## src/rtl/coin_acceptor_pkg.sv

```systemverilog
// rtl/coin_acceptor_pkg.sv - shared types and constants for the coin acceptor
package coin_acceptor_pkg;

  typedef enum logic [6:0] {
    IDLE     = 7'b0000001,
    QUALIFY  = 7'b0000010,
    EMIT_N   = 7'b0000100,
    EMIT_D   = 7'b0001000,
    EMIT_REJ = 7'b0010000,
    CLEAR    = 7'b0100000,
    JAM      = 7'b1000000
  } state_t;

  // One-hot bit positions of the states that drive outputs directly
  localparam int ST_EMIT_N   = 2;
  localparam int ST_EMIT_D   = 3;
  localparam int ST_EMIT_REJ = 4;
  localparam int ST_JAM      = 6;

  localparam logic [1:0] PAT_NONE = 2'b00;
  localparam logic [1:0] PAT_N    = 2'b10;
  localparam logic [1:0] PAT_D    = 2'b01;
  localparam logic [1:0] PAT_BOTH = 2'b11;

  function automatic state_t emit_sel(input logic inh, input logic [1:0] pat);
    if (inh || pat == PAT_BOTH) return EMIT_REJ;
    else if (pat == PAT_N)      return EMIT_N;
    else if (pat == PAT_D)      return EMIT_D;
    else                        return EMIT_REJ;
  endfunction

endpackage

```

## src/rtl/coin_acceptor_sync_2ff.sv

```systemverilog
// rtl/coin_acceptor_sync_2ff.sv - two-flop synchronizer for asynchronous sensor inputs
module sync_2ff #(
  parameter int WIDTH = 2
) (
  input  logic             clk,
  input  logic             rst,
  input  logic [WIDTH-1:0] d,
  output logic [WIDTH-1:0] q
);

  logic [WIDTH-1:0] meta;

  always_ff @(posedge clk or posedge rst) begin
    if (rst) begin
      meta <= '0;
      q    <= '0;
    end else begin
      meta <= d;
      q    <= meta;
    end
  end

endmodule

```

## src/rtl/coin_acceptor.sv

```systemverilog
// rtl/coin_acceptor.sv - debounces coin sensors and emits N/D/reject pulses plus a jam flag
module coin_acceptor
  import coin_acceptor_pkg::*;
#(
  parameter int DEBOUNCE_CYCLES = 4,
  parameter int MAX_COIN_CYCLES = 64
) (
  input  logic clk,
  input  logic rst,
  input  logic sense_n,
  input  logic sense_d,
  input  logic inhibit,
  output logic N,
  output logic D,
  output logic reject,
  output logic jam
);

  localparam int CW = $clog2(MAX_COIN_CYCLES + 1);
  localparam logic [CW-1:0] DEB_C = CW'(DEBOUNCE_CYCLES);
  localparam logic [CW-1:0] MAX_C = CW'(MAX_COIN_CYCLES);

  state_t          state, state_nx;
  logic [1:0]      p, cand, cand_nx;
  logic [CW-1:0]   stab, stab_nx, dwell, dwell_nx, dwell_inc;

  sync_2ff #(.WIDTH(2)) u_sync (
    .clk (clk),
    .rst (rst),
    .d   ({sense_n, sense_d}),
    .q   (p)
  );

  assign dwell_inc = (dwell == MAX_C) ? dwell : dwell + CW'(1);

  always_ff @(posedge clk or posedge rst) begin
    if (rst) begin
      state <= IDLE;
      cand  <= PAT_NONE;
      stab  <= '0;
      dwell <= '0;
    end else begin
      state <= state_nx;
      cand  <= cand_nx;
      stab  <= stab_nx;
      dwell <= dwell_nx;
    end
  end

  always_comb begin
    state_nx = state;
    cand_nx  = cand;
    stab_nx  = stab;
    dwell_nx = dwell;
    case (state)
      IDLE: begin
        if (p != PAT_NONE) begin
          cand_nx  = p;
          stab_nx  = CW'(1);
          dwell_nx = '0;
          state_nx = (DEB_C == CW'(1)) ? emit_sel(inhibit, p) : QUALIFY;
        end
      end
      QUALIFY: begin
        dwell_nx = dwell_inc;
        // Dwell timeout wins over a coin that qualifies on the same edge
        if (dwell_inc == MAX_C) begin
          state_nx = JAM;
          stab_nx  = '0;
        end else if (p == cand) begin
          stab_nx = stab + CW'(1);
          if (stab_nx == DEB_C) state_nx = emit_sel(inhibit, cand);
        end else if (p == PAT_NONE) begin
          state_nx = IDLE;
        end else begin
          cand_nx = p;
          stab_nx = CW'(1);
        end
      end
      EMIT_N, EMIT_D, EMIT_REJ: begin
        state_nx = CLEAR;
        stab_nx  = '0;
        dwell_nx = '0;
      end
      CLEAR: begin
        if (p == PAT_NONE) begin
          stab_nx = stab + CW'(1);
        end else begin
          stab_nx  = '0;
          dwell_nx = dwell_inc;
        end
        if (dwell_nx == MAX_C) begin
          state_nx = JAM;
          stab_nx  = '0;
        end else if (stab_nx == DEB_C) begin
          state_nx = IDLE;
        end
      end
      JAM: begin
        stab_nx = (p == PAT_NONE) ? stab + CW'(1) : '0;
        if (stab_nx == DEB_C) state_nx = IDLE;
      end
      default: state_nx = IDLE;
    endcase
  end

  assign N      = state[ST_EMIT_N];
  assign D      = state[ST_EMIT_D];
  assign reject = state[ST_EMIT_REJ];
  assign jam    = state[ST_JAM];

endmodule
```

## config.mk

```make
export PLATFORM = sky130hd
export DESIGN_NAME = coin_acceptor
export DESIGN_NICKNAME = d
export VERILOG_FILES = /design/src/rtl/coin_acceptor_pkg.sv /design/src/rtl/coin_acceptor_sync_2ff.sv /design/src/rtl/coin_acceptor.sv
export SDC_FILE = /design/constraint.sdc
export NUM_CORES = 1
export LEC_CHECK = 0
export CAP_MARGIN = 20
export CORE_UTILIZATION = 54
export DETAILED_ROUTE_END_ITERATION = 8
export PLACE_DENSITY = 0.86
export SLEW_MARGIN = 0
export SYNTH_ARGS = -nofsm -noshare
export SYNTH_HDL_FRONTEND = slang
export SYNTH_SLANG_ARGS = --single-unit
```

## constraint.sdc

```tcl
create_clock -name clk -period 2.7 [get_ports clk]
set_input_delay 0.405 -clock clk [delete_from_list [all_inputs] [get_ports clk]]
set_output_delay 0.405 -clock clk [all_outputs]
set_load 0.01 [all_outputs]
```

==> results of run 1 <==
-- where the power goes --
| group | total (mW) | internal, mW | switching [mW] |
|---|---|---|---|
| logic | 0.791 | 0.319 | 0.472 |
| registers | 0.554 | 0.477 | 0.0778 |
| clock network | 0.181 | 0.0558 | 0.125 |
| total | 1.53 | 0.851 | 0.675 |
-- layer usage --
layer | vias to the layer above | global-route usage (%) | routed length [um]
met2 | 43 | 39.3 | 2170
li1 | 878 | - | -
met1 | 859 | 32.1 | 2020
met4 | 0 | 8.72 | 78
met3 | 11 | 3.65 | 171
met5 | - | 0 | 0
-- cells in the final DEF (no fill, tap or decap), drive strengths merged, types with 3 or more instances in the layout --
master,n
nor4b,4
a211oi,7
nor3b,3
buf,12
nor4,5
a22o,3
or2,4
nor2,20
a211o,3
inv,6
and2,3
a21oi,16
dfrtp,26
nor3,6
o21ai,18
ha,7
xor2,7
clkdlybuf4s50,8
nand3,14
nand4,3
a21o,4
nand2,25
clkbuf,3
-- per-stage QoR --
stage | cell area (sq um) | hold slack, ns | TNS, ns | util [%]
2_1_floorplan | 1980 | 0.331 | 0 | -
6_report | 2200 | 0.367 | 0 | 64.5
5_1_grt | 2200 | 0.373 | -0.0224 | 64.5
4_1_cts | 2150 | 0.370 | 0 | 62.9
3_3_place_gp | 2120 | 0.334 | 0 | 62.0
3_5_place_dp | 2120 | 0.338 | -0.0246 | 62.0
-- logic make-up (layout without fill, tap and decap cells) --
kind of cell,after synthesis,in the layout,synth area share [%]
and+or+nand+nor,102,102,27.8
AOI/OAI and AO/OA,67,68,24.2
DFF,27,27,34.2
buffers and inverters,21,30,5.31
xor gates and xnor gates,8,8,3.54
adders and majority gates,7,7,4.42
muxes,1,1,0.506
-- cell type report --
type	count	area, sq um
fillers	306	1210
clock inverters	1	5.00
repair buffers	20	170
multi-input cells	186	1250
flip-flops and latches	27	677
well taps	46	57.6
clock buffers	3	22.5
inverters	6	22.5
-- synth_stat cells (all sizes together) (2+ instances only) --
master / instances
a211o: 3
ha: 7
nor3b: 3
nor4: 5
nor4b: 4
nor2: 20
inv: 6
and3: 2
buf: 7
and2: 3
xor2: 7
or2: 4
and3b: 2
a21oi: 16
or3: 2
o211a: 2
o21ai: 18
nand4: 3
clkbuf: 8
a211oi: 7
nand3: 14
a21o: 3
nand3b: 2
a41oi: 2
o41ai: 2
nor3: 6
nand2: 25
a221o: 2
dfrtp: 26
a22o: 3
nor2b: 2
nand2b: 2
nand4b: 2
-- what timing repair did --
action / in CTS / in global routing
setup buffers: 0 / 1
cloned: 0 / 1
pin swaps: 0 / 4
resized for setup: 1 / 5
setup endpoints to repair: 4 / 7
hold endpoints to repair: 0 / 0
-- critical path: stages (launching register included) --
cell	delay [ns]
dfrtp_1	0.41
inv_1	0.08
ha_1	0.15
or4b_4	0.48
or2_4	0.30
a2111oi_4	0.31
o32a_4	0.24
a21o_4	0.17
a211oi_1	0.08
a211o_1	0.27
-- state kept, by name, summed over array words and instances, names as in the netlist --
name / flops
cand: 2
stab: 7
u_sync.meta: 2
u_sync.q: 2
dwell: 7
state: 7
-- worst paths after layout --
check / startpoint / end / slack, ns / cells after the start
hold reg to reg: u_sync.meta[1] / u_sync.q[1] / 0.37 / 0
setup / recovery: dwell[0] / stab[3] / 0.11 / 9
setup reg to reg: dwell[0] / stab[3] / 0.11 / 9
min in group asynchronous: rst / dwell[5] / 0.44 / 2
hold / removal: u_sync.meta[1] / u_sync.q[1] / 0.37 / 0
max in group asynchronous: rst / stab[3] / 1.66 / 3
==> flow_summary_export.csv, run 1 <==
group,metric,value,unit
run_status,status,"completed",
timing,worst_pin_slew,0.655,ns
floorplan,dieHeight,62.5,um
power_and_ir_drop,ir_worst_vdd,0.000491,V
cts,clk_pin_slew,0.15,ns
timing,setup_violations,0,
place,io_buffers,8,
grt,grt_first_pass_wirelength,7590,um
synthesis,yosysTopAreaCellShare,32.9,%
synthesis,synth_area_leaders,"dfrtp_1, o21ai_0, ha_1",
synthesis,synth_edf_count,0,
synthesis,syn-cell-area,0.00198,sq mm
floorplan,die_width,62.5,um
setup_path,critPathKind,"reg -> reg",
routing,wl_per_cell,15.4,um
routing,drc_errors,0,
routing,viasPerCell,6.20,
floorplan,initial_utilization,57.9,%
job,max-cap-violations,0,
cts,max-clock-path-buffers,2,
timing,rsz0062_at_grt,"true",
timing,relSlewSlack,56.3,%
cts,root_buffer,"clkbuf_4",
min_path,hold_class,"reg -> reg",
power_and_ir_drop,p_total,1.53,mW
synthesis,synth_area_per_cell,8.50,sq um
synthesis,syn_inst,233,
final_layout,fin_cells,289,
timing,hold_viol,0,
synthesis,ys_warn_count,0,
setup_path,cp-start-kind,"register",
place,place_hpwl,3220,um
cts,insertion_delay,0.34,ns
final_layout,antennaDiodeCount,0,
power_and_ir_drop,leakagePower,0.984,nW
power_and_ir_drop,powerDensity,692,mW/mm^2
routing,first_iter_violations,217,
synthesis,syn_nets,245,
timing,setup_slack,0.108,ns
grt,grt_pass1_vias,1672,
final_layout,drive_above_1_share,14.0,%
setup_path,required,2.93,ns
cts,ctsHoldBuffers,0,
place,place.gp.congestion,0.950,
timing,drv_slew,0,
cts,cts_tree,"done",
grt,grt_start_max_net_pins,19,
floorplan,coreArea,0.00342,sq mm
synthesis,ys_types,55,
setup_path,critPathMaxFanout,6,
grt,track_usage,24.0,%
place,dp_cells,283,
cts,cts_htree_levels,1,
synthesis,yosys.area.top_type,"dfrtp_1",
routing,ant_nets,0,
synthesis,yosysSeqAreaShare,34.2,%
synthesis,ys_ff_latch,27,
timing,max_clock_freq,386,MHz
floorplan,fp-row-count,21,
cts,cts_sinks,27,
routing,firstDrtPassIters,4,
routing,num_vias,1791,
setup_path,worst_setup_path_end_kind,"register",
grt,antenna_found_initial,0,
timing,min_period,2.59,ns
cts,cts_inserted_buffers,3,
routing,drt_wl_total,4440,um
final_layout,syn_to_final_growth,11.3,%
final_layout,nNetsFinal,256,
floorplan,io-pin-count,9,
place,dpl_worst_slack,-0.0145,ns
timing,clock_skew,0.00993,ns
setup_path,arrival,2.82,ns
synthesis,async_reset_ff_share,100,%
synthesis,ys.flop_type,"dfrtp_1",
timing,fin_crit_sh,96.0,%
floorplan,dieArea,0.00391,sq mm
grt,grt_overflow,0,
No activity file was read; power rests on OpenSTA's default activity.
==> run 2, diff against run 1 <==
--- a/config.mk
+++ b/config.mk
@@ -7,6 +7,7 @@
 export LEC_CHECK = 0
 export CAP_MARGIN = 20
 export CORE_UTILIZATION = 54
+export CTS_CLUSTER_DIAMETER = 200
 export DETAILED_ROUTE_END_ITERATION = 8
 export PLACE_DENSITY = 0.86
 export SLEW_MARGIN = 0
==> results of run 2 <==
The final DEF is identical to that of run 1; final timing and power are the same.
==> run 3, diff against run 2 <==
--- a/config.mk
+++ b/config.mk
@@ -6,10 +6,10 @@
 export NUM_CORES = 1
 export LEC_CHECK = 0
 export CAP_MARGIN = 20
-export CORE_UTILIZATION = 54
+export CORE_UTILIZATION = 60
 export CTS_CLUSTER_DIAMETER = 200
 export DETAILED_ROUTE_END_ITERATION = 8
-export PLACE_DENSITY = 0.86
+export PLACE_DENSITY = 0.9
 export SLEW_MARGIN = 0
 export SYNTH_ARGS = -nofsm -noshare
 export SYNTH_HDL_FRONTEND = slang
==> constraint.sdc (replaced) <==
create_clock -name clk -period 2.8 [get_ports clk]
set_input_delay 0.42 -clock clk [delete_from_list [all_inputs] [get_ports clk]]
set_output_delay 0.42 -clock clk [all_outputs]
set_load 0.01 [all_outputs]
==> flow_summary_export.csv, run 3 (same netlist as run 1, synthesis figures left out) <==
group,metric,value,unit
cts,cts_inserted_buffers,3,
routing,firstDrtPassIters,5,
floorplan,initial_utilization,63.8,%
setup_path,path_cells,"inv_1, ha_1, or4b_4, o21ai_0, nor4_1, a21o_1, o22ai_1, nor2b_1, a21oi_1",
job,max-cap-violations,0,
grt,grt_start_max_net_pins,21,
floorplan,dieHeight,59.4,um
power_and_ir_drop,power_frac_seq,37.1,%
min_path,hold_class,"reg -> reg",
final_layout,drive_above_1_share,11.7,%
final_layout,nNetsFinal,252,
routing,viasPerCell,6.46,
routing,first_iter_violations,282,
timing,setup_slack,0.110,ns
run_status,status,"completed",
final_layout,layout_commonest_cell,"dfrtp_1",
floorplan,coreArea,0.00310,sq mm
power_and_ir_drop,power_frac_clock,12.8,%
power_and_ir_drop,pwr-share-comb,50.1,%
cts,cts_tree,"done",
cts,ctsHoldBuffers,0,
grt,met3_usage,3.49,%
timing,drv_slew,0,
place,place_hpwl,3180,um
timing,clock_skew,0.00274,ns
timing,hold_viol,0,
setup_path,required,3.02,ns
setup_path,cpPeakStageDelay,0.47,ns
final_layout,mostFrequentLayoutCells,"dfrtp_1, nand2_1, nor2_1, o21ai_0, a21oi_1",
final_layout,antennaDiodeCount,0,
power_and_ir_drop,ir_worst_vdd,0.000338,V
timing,max_clock_freq,372,MHz
timing,min_period,2.69,ns
timing,fin_crit_sh,96.1,%
routing,ant_nets,0,
timing,relSlewSlack,49.7,%
power_and_ir_drop,powerDensity,677,mW/mm^2
grt,top_usage_layer,"met2",
setup_path,cp-start-kind,"register",
floorplan,dieArea,0.00353,sq mm
power_and_ir_drop,swShare,44.5,%
routing,drc_errors,0,
grt,grt_overflow,0,
floorplan,fp-row-count,20,
power_and_ir_drop,p_int,0.808,mW
cts,cts_sinks,27,
setup_path,critPathSlowestCell,"dfrtp_1",
place,io_buffers,8,
timing,fin_tns_setup,0,ns
timing,worst_pin_slew,0.753,ns
setup_path,arrival,2.91,ns
final_layout,final_util,69.3,%
grt,use_met2,42.7,%
setup_path,critPathKind,"reg -> reg",
grt,track_usage,27.2,%
cts,clk_pin_slew,0.16,ns
cts,cts_htree_levels,1,
grt,grt_use_met1,38.9,%
floorplan,io-pin-count,9,
power_and_ir_drop,p_switching,0.648,mW
setup_path,worst_setup_path_end_kind,"register",
floorplan,die_width,59.4,um
routing,num_vias,1829,
setup_path,path_buf_inv,1,
routing,drt_wl_total,4400,um
final_layout,reg_top3,"dwell x7, stab x7, state x7",
timing,rsz0062_at_grt,"false",
final_layout,syn_to_final_growth,8.66,%
setup_path,crit_family,"compound AO/OA/AOI/OAI gates",
cts,max-clock-path-buffers,2,
power_and_ir_drop,leakagePower,0.959,nW
cts,insertion_delay,0.33,ns
setup_path,r2r_slack,0.11,ns
grt,antenna_found_initial,0,
grt,grt_first_pass_wirelength,7290,um
setup_path,critPathMaxFanout,7,
place,dpl_worst_slack,0.0737,ns
grt,grt_pass1_vias,1629,
routing,wl_per_cell,15.5,um
timing,setup_violations,0,
cts,root_buffer,"clkbuf_4",
place,place.gp.congestion,0.993,
[run 3: routing by layer]
metal  share of wire, %  wire, um
met5                  0         0
met1                 45      1990
met4               0.61        27
met2                 48      2120
met3                6.1       267
[run 3: timing repair]
action	4_1_cts	5_1_grt
gates resized for setup	0	3
setup endpoints to repair	0	5
setup buffers	0	2
hold endpoints to repair	0	0
[run 3: layout make-up]
cell class	count	area [sq um]
inverter	6	22.5
tap	44	55.1
clock buffer	3	22.5
clock inverter	1	8.76
multi-input combinational	185	1220
fill	258	952
timing repair buffer	17	148
sequential	27	677
[run 3: worst paths after layout]
kind / startpoint / endpoint / cells past startpoint
worst max-delay path: dwell[1] / stab[0] / 9
worst min-delay path: u_sync.meta[0] / u_sync.q[0] / 0
worst max register to register: dwell[1] / stab[0] / 9
worst min register to register: u_sync.meta[0] / u_sync.q[0] / 0
max in group asynchronous: rst / cand[0] / 3
min in group asynchronous: rst / stab[6] / 2
[run 3: power by group through the flow]
| stage | combinational [mW] | sequential, mW | clock, mW |
|---|---|---|---|
| after floorplan | 0.528 | 0.530 | 0 |
| after global placement | 0.658 | 0.541 | 0 |
| after detailed placement | 0.675 | 0.546 | 0 |
| after CTS | 0.681 | 0.538 | 0.191 |
| after global routing | 0.809 | 0.549 | 0.216 |
| final | 0.729 | 0.539 | 0.187 |
[run 3: metrics by stage]
stage,hold WS (ns),std cells,power (mW),instance area [sq um]
final,0.377,283,1.46,2150
after global routing,0.386,283,1.57,2150
after CTS,0.380,281,1.41,2120
after detailed placement,0.344,277,1.22,2080
after global placement,0.334,277,1.20,2080
after floorplan,0.331,233,1.06,1980
